### src/rtl/fsm_input_sched.sv
// ============================================================================
// Module      : fsm_input_sched
// Description : Round-robin scheduler that shares the FSM's 2-bit input among
//               N_REQ requesters, issuing one code followed by GAP idle cycles.
// Revision    : 1.0 - initial release
// ============================================================================
`default_nettype none

module fsm_input_sched #(
    parameter int N_REQ = 4,
    parameter int GAP   = 1
) (
    input  logic               clk,
    input  logic               reset,
    input  logic               en,
    input  logic [N_REQ-1:0]   req,
    input  logic [2*N_REQ-1:0] code,
    output logic [N_REQ-1:0]   ack,
    output logic [1:0]         fsm_in,
    output logic               fsm_valid,
    output logic               busy,
    output logic [7:0]         issue_cnt
);

    localparam int c_idx_w = (N_REQ > 1) ? $clog2(N_REQ) : 1;

    typedef enum logic [1:0] {
        S_IDLE  = 2'd0,
        S_ISSUE = 2'd1,
        S_GAP   = 2'd2
    } state_t;

    state_t               r_state, w_state_nxt;
    logic [c_idx_w-1:0]   r_ptr, w_ptr_nxt;
    logic [3:0]           r_gap, w_gap_nxt;
    logic [N_REQ-1:0]     w_ack_nxt;
    logic [1:0]           w_fsm_in_nxt;
    logic                 w_valid_nxt;
    logic                 w_busy_nxt;
    logic [7:0]           w_cnt_nxt;
    logic                 w_arb_ok;
    logic                 w_win_found;
    logic [c_idx_w-1:0]   w_win_idx;
    logic [1:0]           w_win_code;

    // Search upward from the slot after the last grant, wrapping around.
    always_comb begin : p_arb
        int                 j;
        logic [c_idx_w-1:0] jj;
        j           = 0;
        jj          = '0;
        w_win_found = 1'b0;
        w_win_idx   = r_ptr;
        for (int k = 1; k <= N_REQ; k++) begin
            j  = (int'(r_ptr) + k) % N_REQ;
            jj = c_idx_w'(j);
            if (!w_win_found && req[jj]) begin
                w_win_found = 1'b1;
                w_win_idx   = jj;
            end
        end
        w_win_code = code[{w_win_idx, 1'b0} +: 2];
    end

    always_comb begin : p_next
        w_state_nxt  = r_state;
        w_ptr_nxt    = r_ptr;
        w_gap_nxt    = r_gap;
        w_ack_nxt    = '0;
        w_fsm_in_nxt = 2'b00;
        w_valid_nxt  = 1'b0;
        w_busy_nxt   = 1'b0;
        w_cnt_nxt    = issue_cnt;
        w_arb_ok     = 1'b0;
        case (r_state)
            S_IDLE: w_arb_ok = 1'b1;
            S_ISSUE: begin
                w_state_nxt = S_GAP;
                w_gap_nxt   = 4'(GAP);
                w_busy_nxt  = 1'b1;
            end
            S_GAP: begin
                if (r_gap == 4'd1) begin
                    w_arb_ok = 1'b1;
                end else begin
                    w_gap_nxt  = r_gap - 4'd1;
                    w_busy_nxt = 1'b1;
                end
            end
            default: w_state_nxt = S_IDLE;
        endcase
        // Outputs are produced one edge ahead so the code lands with ack.
        if (w_arb_ok) begin
            if (en && w_win_found) begin
                w_state_nxt           = S_ISSUE;
                w_ptr_nxt             = w_win_idx;
                w_ack_nxt[w_win_idx]  = 1'b1;
                w_fsm_in_nxt          = w_win_code;
                w_valid_nxt           = 1'b1;
                w_busy_nxt            = 1'b1;
                if (w_win_code != 2'b00) begin
                    w_cnt_nxt = issue_cnt + 8'd1;
                end
            end else begin
                w_state_nxt = S_IDLE;
            end
        end
    end

    always_ff @(posedge clk) begin
        if (!reset) begin
            r_state   <= S_IDLE;
            r_ptr     <= c_idx_w'(N_REQ - 1);
            r_gap     <= '0;
            ack       <= '0;
            fsm_in    <= 2'b00;
            fsm_valid <= 1'b0;
            busy      <= 1'b0;
            issue_cnt <= 8'd0;
        end else begin
            r_state   <= w_state_nxt;
            r_ptr     <= w_ptr_nxt;
            r_gap     <= w_gap_nxt;
            ack       <= w_ack_nxt;
            fsm_in    <= w_fsm_in_nxt;
            fsm_valid <= w_valid_nxt;
            busy      <= w_busy_nxt;
            issue_cnt <= w_cnt_nxt;
        end
    end

endmodule

`default_nettype wire

### config.mk
export PLATFORM = sky130hd
export DESIGN_NAME = fsm_input_sched
export DESIGN_NICKNAME = d
export VERILOG_FILES = /design/src/rtl/fsm_input_sched.sv
export SDC_FILE = /design/constraint.sdc
export NUM_CORES = 1
export LEC_CHECK = 0
export CORE_AREA = 5 5 56 58
export DETAILED_ROUTE_END_ITERATION = 10
export DIE_AREA = 0 0 61 63
export PLACE_DENSITY_LB_ADDON = 0.12
export SYNTH_ARGS = -nofsm -noshare
export SYNTH_HDL_FRONTEND = slang
export SYNTH_SLANG_ARGS = --single-unit
### constraint.sdc
create_clock -name clk -period 4.2 [get_ports clk]
set_clock_uncertainty 0.2 [all_clocks]
set_input_delay 0.84 -clock clk [delete_from_list [all_inputs] [get_ports clk]]
set_output_delay 0.84 -clock clk [all_outputs]
set_load 0.03 [all_outputs]
==> flow_summary.toml <==
[sta]
slew_headroom = 0.663
finalCriticalPeriod_ns = 3.01
drv_slew = 0
setup_violations = 0
rsz0062_at_grt = "no"
max_freq_mhz = 333
worstMarginPinSlew_ns = 0.502
period_share = 0.716
tns_ns = 0
final_hold_viol_count = 0

[grt]
grt_max_degree = 14
grt_usage = 0.159
antenna_found_initial = 0
grt-ovfl-total = 0
grt_pass1_wl_mm = 4.77
grt_pass1_vias = 1077

[placement]
io_buffers = 30
dpl.cell_count = 207
dpl_cell_area_um2 = 1560
dp_hpwl_mm = 2.18
gp_congestion = 0.868

[critical_path]
reg2reg_depth = 7
required_ns = 4.25
start_kind = "primary input"
critPathArrivalTime_ns = 3.06
crit_fanout = 11
endpoint_kind = "register"
worstSetupPathType = "in2reg"
slowest_delay_ns = 0.53
slowest_stage = "or4_1"
cp_cell_sequence = "clkdlybuf4s50_1 > or2b_1 > a21oi_2 > or3_4 > o211ai_2 > a22oi_2 > or4_1 > a21oi_1"

[drt]
drc = 0
avgRoutedWirePerCell_um = 13.3
ant_nets = 0
drt-initial-drc-count = 48
routed_wl_mm = 2.81
vias = 1174
via_per_inst = 5.56
drtPass1Iterations = 4

[yosys]
yosys_warnings = 0
synth_cell_types = 33
ys_seq_area_frac = 0.387
synth_top_area_frac = 0.387
avgSynthCellArea_um2 = 8.32
synth_top_cells_by_count = "24 x dfxtp_1, 18 x nand2_1, 11 x a21oi_1, 11 x inv_1, 9 x nor2_1"
synth_cells = 149
synth_edf_count = 0
dominantRegCellSynth = "dfxtp_1"
async_reset_ff_frac = 0
synth_nets = 170
yosysTopAreaCell = "dfxtp_1"
yosysMostFrequentCell = "dfxtp_1"
synth-seq-cells = 24
synth_area_um2 = 1240
synth.top_cells.by_area = "dfxtp_1 39%, ha_1 6.1%, nand2_1 5.4%"

[final_layout]
final_cell_area_um2 = 1600
post_layout_nonfiller_instances = 211
fillCellCount = 224
area_growth_pct = 29.1
drive_above_1_share = 0.0611
multi_input_area_um2 = 696
n_antenna_cell = 0
seqCellArea_um2 = 480
final_net_count = 202

[pwr]
leakagePower_nw = 0.618
power_per_cell_area_nw_per_um2 = 317
vdd.ir_drop.worst_uv = 251

[die]
fp-row-count = 19
die_x_um = 61
io-pin-count = 31
start_util = 0.474
die_h_um = 63
core_area_um2 = 2620
die_area_um2 = 3840

[cts]
hold_buffers = 0
clkTransAtPathRegs_ns = 0.13
numCtsBuffers = 3
cts-resized-gates = 0
cts_sinks = 24
tritoncts = "yes"
postCtsSetupBuffers = 0
root_buffer = "clkbuf_4"
insertion_delay_ns = 0.31
cts_max_level = 1
clk_path_buf_depth = 2

[status]
outcome = "completed"

[hold_path]
holdPathStages = 2
hold_class = "reg2reg"

[flow_run]
cap_violations = 0
[metrics by stage]
stage	hold WS, ns	utilization	total power [mW]	worst slack [ns]
global placement	0.264	0.598	0.384	0.940
floorplan	0.249	-	0.346	1.49
global route	0.293	0.612	0.537	1.07
detailed placement	0.265	0.598	0.388	0.855
CTS	0.283	0.612	0.510	1.22
finish	0.281	0.612	0.507	1.19
[layout make-up]
cell class / count / share of cell area
multi-input cells: 110 / 0.435
flip-flops and latches: 24 / 0.300
repair buffers: 31 / 0.192
inverters: 11 / 0.0258
well taps: 31 / 0.0242
clock buffers: 4 / 0.0227
[state kept, by name, indices dropped and copies added (netlist names)]
| name | cells |
|---|---|
| issue_cnt | 8 |
| ack | 4 |
| r_gap | 4 |
| fsm_in | 2 |
| r_ptr | 2 |
| r_state | 2 |
| busy | 1 |
| fsm_valid | 1 |
[per-layer routing]
metal	routed length, um	global-route usage	vias to the layer above
met5	0	0	-
met4	37	0.0596	0
met3	155	0.0331	4
met2	1380	0.247	44
met1	1240	0.210	532
li1	-	-	594
[power by group]
group,switching [mW],total [mW],leakage (nW),internal (mW)
logic,0.0753,0.133,0.401,0.0572
registers,0.0103,0.251,0.196,0.241
clock network,0.0703,0.123,0.0210,0.0529
[kinds of logic (layout without fill, tap and decap cells)]
| group | after synthesis | count (layout) | synth area share |
|---|---|---|---|
| simple gates | 64 | 64 | 0.269 |
| flops | 24 | 24 | 0.387 |
| compound gates | 35 | 35 | 0.191 |
| buf+inv | 15 | 46 | 0.0515 |
| mux | 5 | 5 | 0.0404 |
| fa+ha+maj | 6 | 6 | 0.0605 |
[path summary, 6_finish.rpt]
path,from,to,slack (ns)
min reg2reg,r_state[1],r_state[1],0.28
max reg2reg,r_ptr[1],issue_cnt[6],1.75
max,req[3],issue_cnt[6],1.19
min,r_state[1],r_state[1],0.28
[placed cells by master (no fill, tap or decap), drive strengths merged, types with 6 or more instances in the layout]
cell type / n
nand2b: 6
inv: 11
dfxtp: 24
a21oi: 12
o21ai: 6
nor2: 9
ha: 6
o211ai: 6
nor3: 8
clkdlybuf4s50: 30
nand2: 18
[worst max-delay path: cells and delay by family]
kind	cells	cell delay [ns]
AO/OA/AOI/OAI	4	0.59
AND/OR/NAND/NOR	3	1.17
buffers and inverters	1	0.47
No activity file was read; power rests on OpenSTA's default activity.
==> edit 1, RTL diff (config.mk and constraints unchanged) <==
The 3 states of `state_t` get a one-hot encoding in 3 bits.
--- a/src/rtl/fsm_input_sched.sv
+++ b/src/rtl/fsm_input_sched.sv
@@ -24,10 +24,10 @@
 
     localparam int c_idx_w = (N_REQ > 1) ? $clog2(N_REQ) : 1;
 
-    typedef enum logic [1:0] {
-        S_IDLE  = 2'd0,
-        S_ISSUE = 2'd1,
-        S_GAP   = 2'd2
+    typedef enum logic [2:0] {
+        S_IDLE  = 3'b001,
+        S_ISSUE = 3'b010,
+        S_GAP   = 3'b100
     } state_t;
 
     state_t               r_state, w_state_nxt;
Function: no difference found for any inputs over 10 cycles, from zero or initial values and one cycle with reset low; not proved beyond that.
==> edit 1 against the unedited design <==
  * Sequential cell count grew 1
  * Highest routed layer unchanged
  * Count of clock-buffer cells in the layout down 1
  * Total power is 3.9% lower
  * Wire length decreased by 4.2%
  * Register-to-register slack got worse by 90 ps
  * Sequential share of layout area grew 2.0 points
  * Final area shrank 2.3%
  * Worst setup slack improved by 26 ps
  * Fmax up 0.89%
  * Synthesized area fell by 0.71%
  * Largest cell class unchanged
==> edit 1: results (changes against the unedited design) <==
critical-path maximum fanout=12 (+1); setup violation total in the final timing report=0 (unchanged); R2R cell count=8 (+1); leakage=0.597 nW (-3.4%); synth cell count leaders=dfxtp_1 (25), nand2_1 (19), nand3_1 (11); M2 GR Usage=25.5% (+0.80 points); worst reg-to-reg setup slack=1660 ps (-90 ps); Switching Share=31.0% (+0.20 points); met1 usage=18.5% (-2.5 points); Slew headroom=67.2% (+0.94 points); Hold Path Sink=issue_cnt[7]; Top Metal Used=met4; layout cell share with drive strength beyond 1=5.06% (-1.1 points); Slowest cell on crit path=or4_1; final hold slack=300 ps (+18.9 ps); reg2reg start=r_gap[0]; global-route wire length before repair=4.70 mm (-1.6%); outcome=complete, no violations; Synthesized Nets=167 (-1.8%); largest net degree at the start of global routing=15 (+1); wire length per cell=12.9 um (-3.3%); maximum vdd drop=178 uV (-29%); antenna cells=0 (unchanged); DR WL met3=140 um (-9.7%); post-synthesis adder-cell area fraction=3.05% (-3.0 points); hold path depth=2 (unchanged); Clk network pwr share=21.8% (-2.5 points); Placed Area=1540 sq um (-1.8%); CTS max path bufs=2 (unchanged); synth unique cells=35 (+6.1%); Clock net power=106 uW (-14%); mean post-synth cell area=8.26 sq um (-0.71%); Final Instance Count excl. Fillers=209 (-0.95%); Seq/Total Area, Yosys=40.7% (+1.9 points); HPWL after DPL=2.16 mm (-0.78%); wire length on met1=1.13 mm (-9.0%); seq pwr=261 uW (+4%); leading registers by flop count=issue_cnt (8), ack (4), r_gap (4); Final Net Count=197 (-2.5%); GRT Util Overall=15.3% (-0.55 points); Met2 Wirelength=1.39 mm (+0.87%); Data arrival, critical path=3030 ps (-30 ps); RePlAce Congestion=0.913 (+5.2%); Initial Utilization=47.1% (-0.33 points); Compound-Gate Fraction of Synth Area=16.2% (-2.9 points); Synth Area in XOR/XNOR=1.42% (+1.4 points); GRT met3 Usage=3.72% (+0.41 points); top post-synthesis cells by area=dfxtp_1 (41%), nand2_1 (5.8%), nand3_1 (4.5%); hold_sp=issue_cnt[7]; multiplexer area fraction after synthesis=3.25% (-0.78 points); vias per cell=5.49 (-1.4%); starting DRC count in detailed routing=43 (-10%); yosys warns=0 (unchanged); slowest stage delay, CP=530 ps (about the same)
==> edit 1: cell types whose count changed after synthesis, moves of 2 or more <==
cell / before / now
xor2_1: 0 / 2
and3_1: 2 / 4
ha_1: 6 / 3
nand3_1: 5 / 11
inv_1: 11 / 8
o211ai_1: 4 / 1
o21ai_0: 6 / 8
o211ai_2: 2 / 0
==> edit 1: kinds of logic (layout without fill, tap and decap cells) <==
logic type | after synthesis | in the layout
adders and majority gates | 3 | 3
xor gates and xnor gates | 2 | 2
muxes | 4 | 4
AOI/OAI and AO/OA | 32 | 32
DFF | 25 | 25
and+or+nand+nor | 70 | 70
buffers and inverters | 13 | 42
==> edit 1: worst max-delay path by stage <==
| stage | to | cells past startpoint | slack, ps |
|---|---|---|---|
| after floorplan | issue_cnt[5] | 8 | 1660 |
| after global placement | issue_cnt[6] | 8 | 1020 |
| after detailed placement | issue_cnt[6] | 8 | 920 |
| after CTS | issue_cnt[6] | 8 | 1250 |
| after global routing | issue_cnt[6] | 8 | 1020 |
| final | issue_cnt[6] | 8 | 1220 |
==> edit 1: stage by stage <==
| step | util, % | setup WS [ps] |
|---|---|---|
| final | 59.8 | 1220 |
| after global placement | 58.8 | 1020 |
| after CTS | 59.8 | 1250 |
| after detailed placement | 58.8 | 915 |
| after floorplan | - | 1660 |
| after global routing | 59.8 | 1020 |
==> edit 1: layout make-up <==
cell class	count	area, sq um
tap	31	38.8
multi-input combinational	111	667
timing repair buffer	30	300
fill	249	1050
sequential	25	500
clock inverter	1	5.00
inverter	8	30.0
clock buffer	3	22.5
==> edit 1: tightest hold or removal path, delay by kind of cell (launching register included) <==
kind | cells | cell delay (ps)
compound gates | 2 | 130
flops | 1 | 350
==> edit 2, RTL diff (same flow settings) <==
Made on the original files. Change the parameter `N_REQ` from 4 to 2.
--- a/src/rtl/fsm_input_sched.sv
+++ b/src/rtl/fsm_input_sched.sv
@@ -7,7 +7,7 @@
 `default_nettype none
 
 module fsm_input_sched #(
-    parameter int N_REQ = 4,
+    parameter int N_REQ = 2,
     parameter int GAP   = 1
 ) (
     input  logic               clk,
Interface: changed (resized ack, code and req); port bits go from 31 to 23. No check against the original RTL was run, so the function may have changed too.
==> edit 2 against the unedited design <==
  * Total power shrank 24%
  * Count of clock-buffer cells in the layout is the same
  * Sequential cell count shrank 3
  * Wire length shrank 16%
  * Sequential power shrank 16%
  * Register-to-register slack gained 290 ps
  * Final cell count shrank 16%
  * Synthesized area shrank 12%
  * Worst setup slack gained 530 ps
  * Fmax grew 21%
  * Global-route usage shrank 2.6 points
  * Final area shrank 16%
  * Sequential share of layout area grew 1.2 points
  * Critical path type is now reg2out
  * Largest power group unchanged
==> edit 2: results (changes against the unedited design) <==
dpl ws=1480 ps (+625 ps); vias per cell=5.42 (-2.5%); synth cell count leaders=dfxtp_1 (21), nand2_1 (16), inv_1 (8), mux2i_1 (8); Seq/Total Area, Yosys=38.7% (-0.084 points); critical-path maximum fanout=6 (-5); M2 GR Usage=20.6% (-4.1 points); final hold slack=281 ps (-0.512 ps); leading registers by flop count=issue_cnt (8), r_gap (4); Hold Path Sink=issue_cnt[7]; hold_sp=issue_cnt[7]; layout cell share with drive strength beyond 1=4.79% (-1.3 points); top post-synthesis cells by area=dfxtp_1 (39%), ha_1 (8.1%), mux2i_1 (7.4%); HPWL after DPL=1.76 mm (-19%); top achievable clock speed=0.403 GHz (+21%); Final Net Count=163 (-19%); Critical Path Source=issue_cnt[2]; DR WL met3=129 um (-17%); dpl cells=173 (-16%); largest net degree at the start of global routing=18 (+4); outcome=complete, no violations; Via Count=960 (-18%); RePlAce Congestion=0.796 (-8.3%); CP delay by family, top=buffers and inverters; leakage=0.530 nW (-14%); Placed Area=1320 sq um (-16%); FF-to-FF End=issue_cnt[7]; Detailed Route WL=2.35 mm (-16%); starting DRC count in detailed routing=43 (-10%); wire length on met1=1.09 mm (-12%); Port Buf Inserts=22 (-27%); GRT met3 Usage=3.10% (-0.21 points)
## edit 2: cell count changes in the layout (fill, tap and decap cells not counted), sizes merged, moves of 3 or more
cell,change
clkdlybuf4s50,-8
nor3,-7
a21oi,-5
o211ai,-4
o21ai,-4
dfxtp,-3
inv,-3
mux2i,+3
nor4,+3
or4,-3
## edit 2: cell families (layout without fill, tap and decap cells)
group                      Yosys count  in the layout  synth area share (%)
DFF                                 21             21                  38.7
buffers and inverters               11             34                  5.18
and+or+nand+nor                     53             53                  25.9
adders and majority gates            7              7                  8.05
muxes                                8              8                  7.37
AOI/OAI and AO/OA                   23             23                  14.8
## edit 2: cell type report
type                            instances  area share (%)
Multi-Input combinational cell         91            45.4
Sequential cell                        21            31.2
Timing Repair Buffer                   22            16.4
Tap cell                               31            2.88
Inverter                                8            2.23
Clock buffer                            4            1.95
## edit 2: where the power goes
part	switching, mW	internal [mW]
clock	0.0633	0.0371
combinational	0.0422	0.0306
sequential	0.00471	0.207
total	0.110	0.274
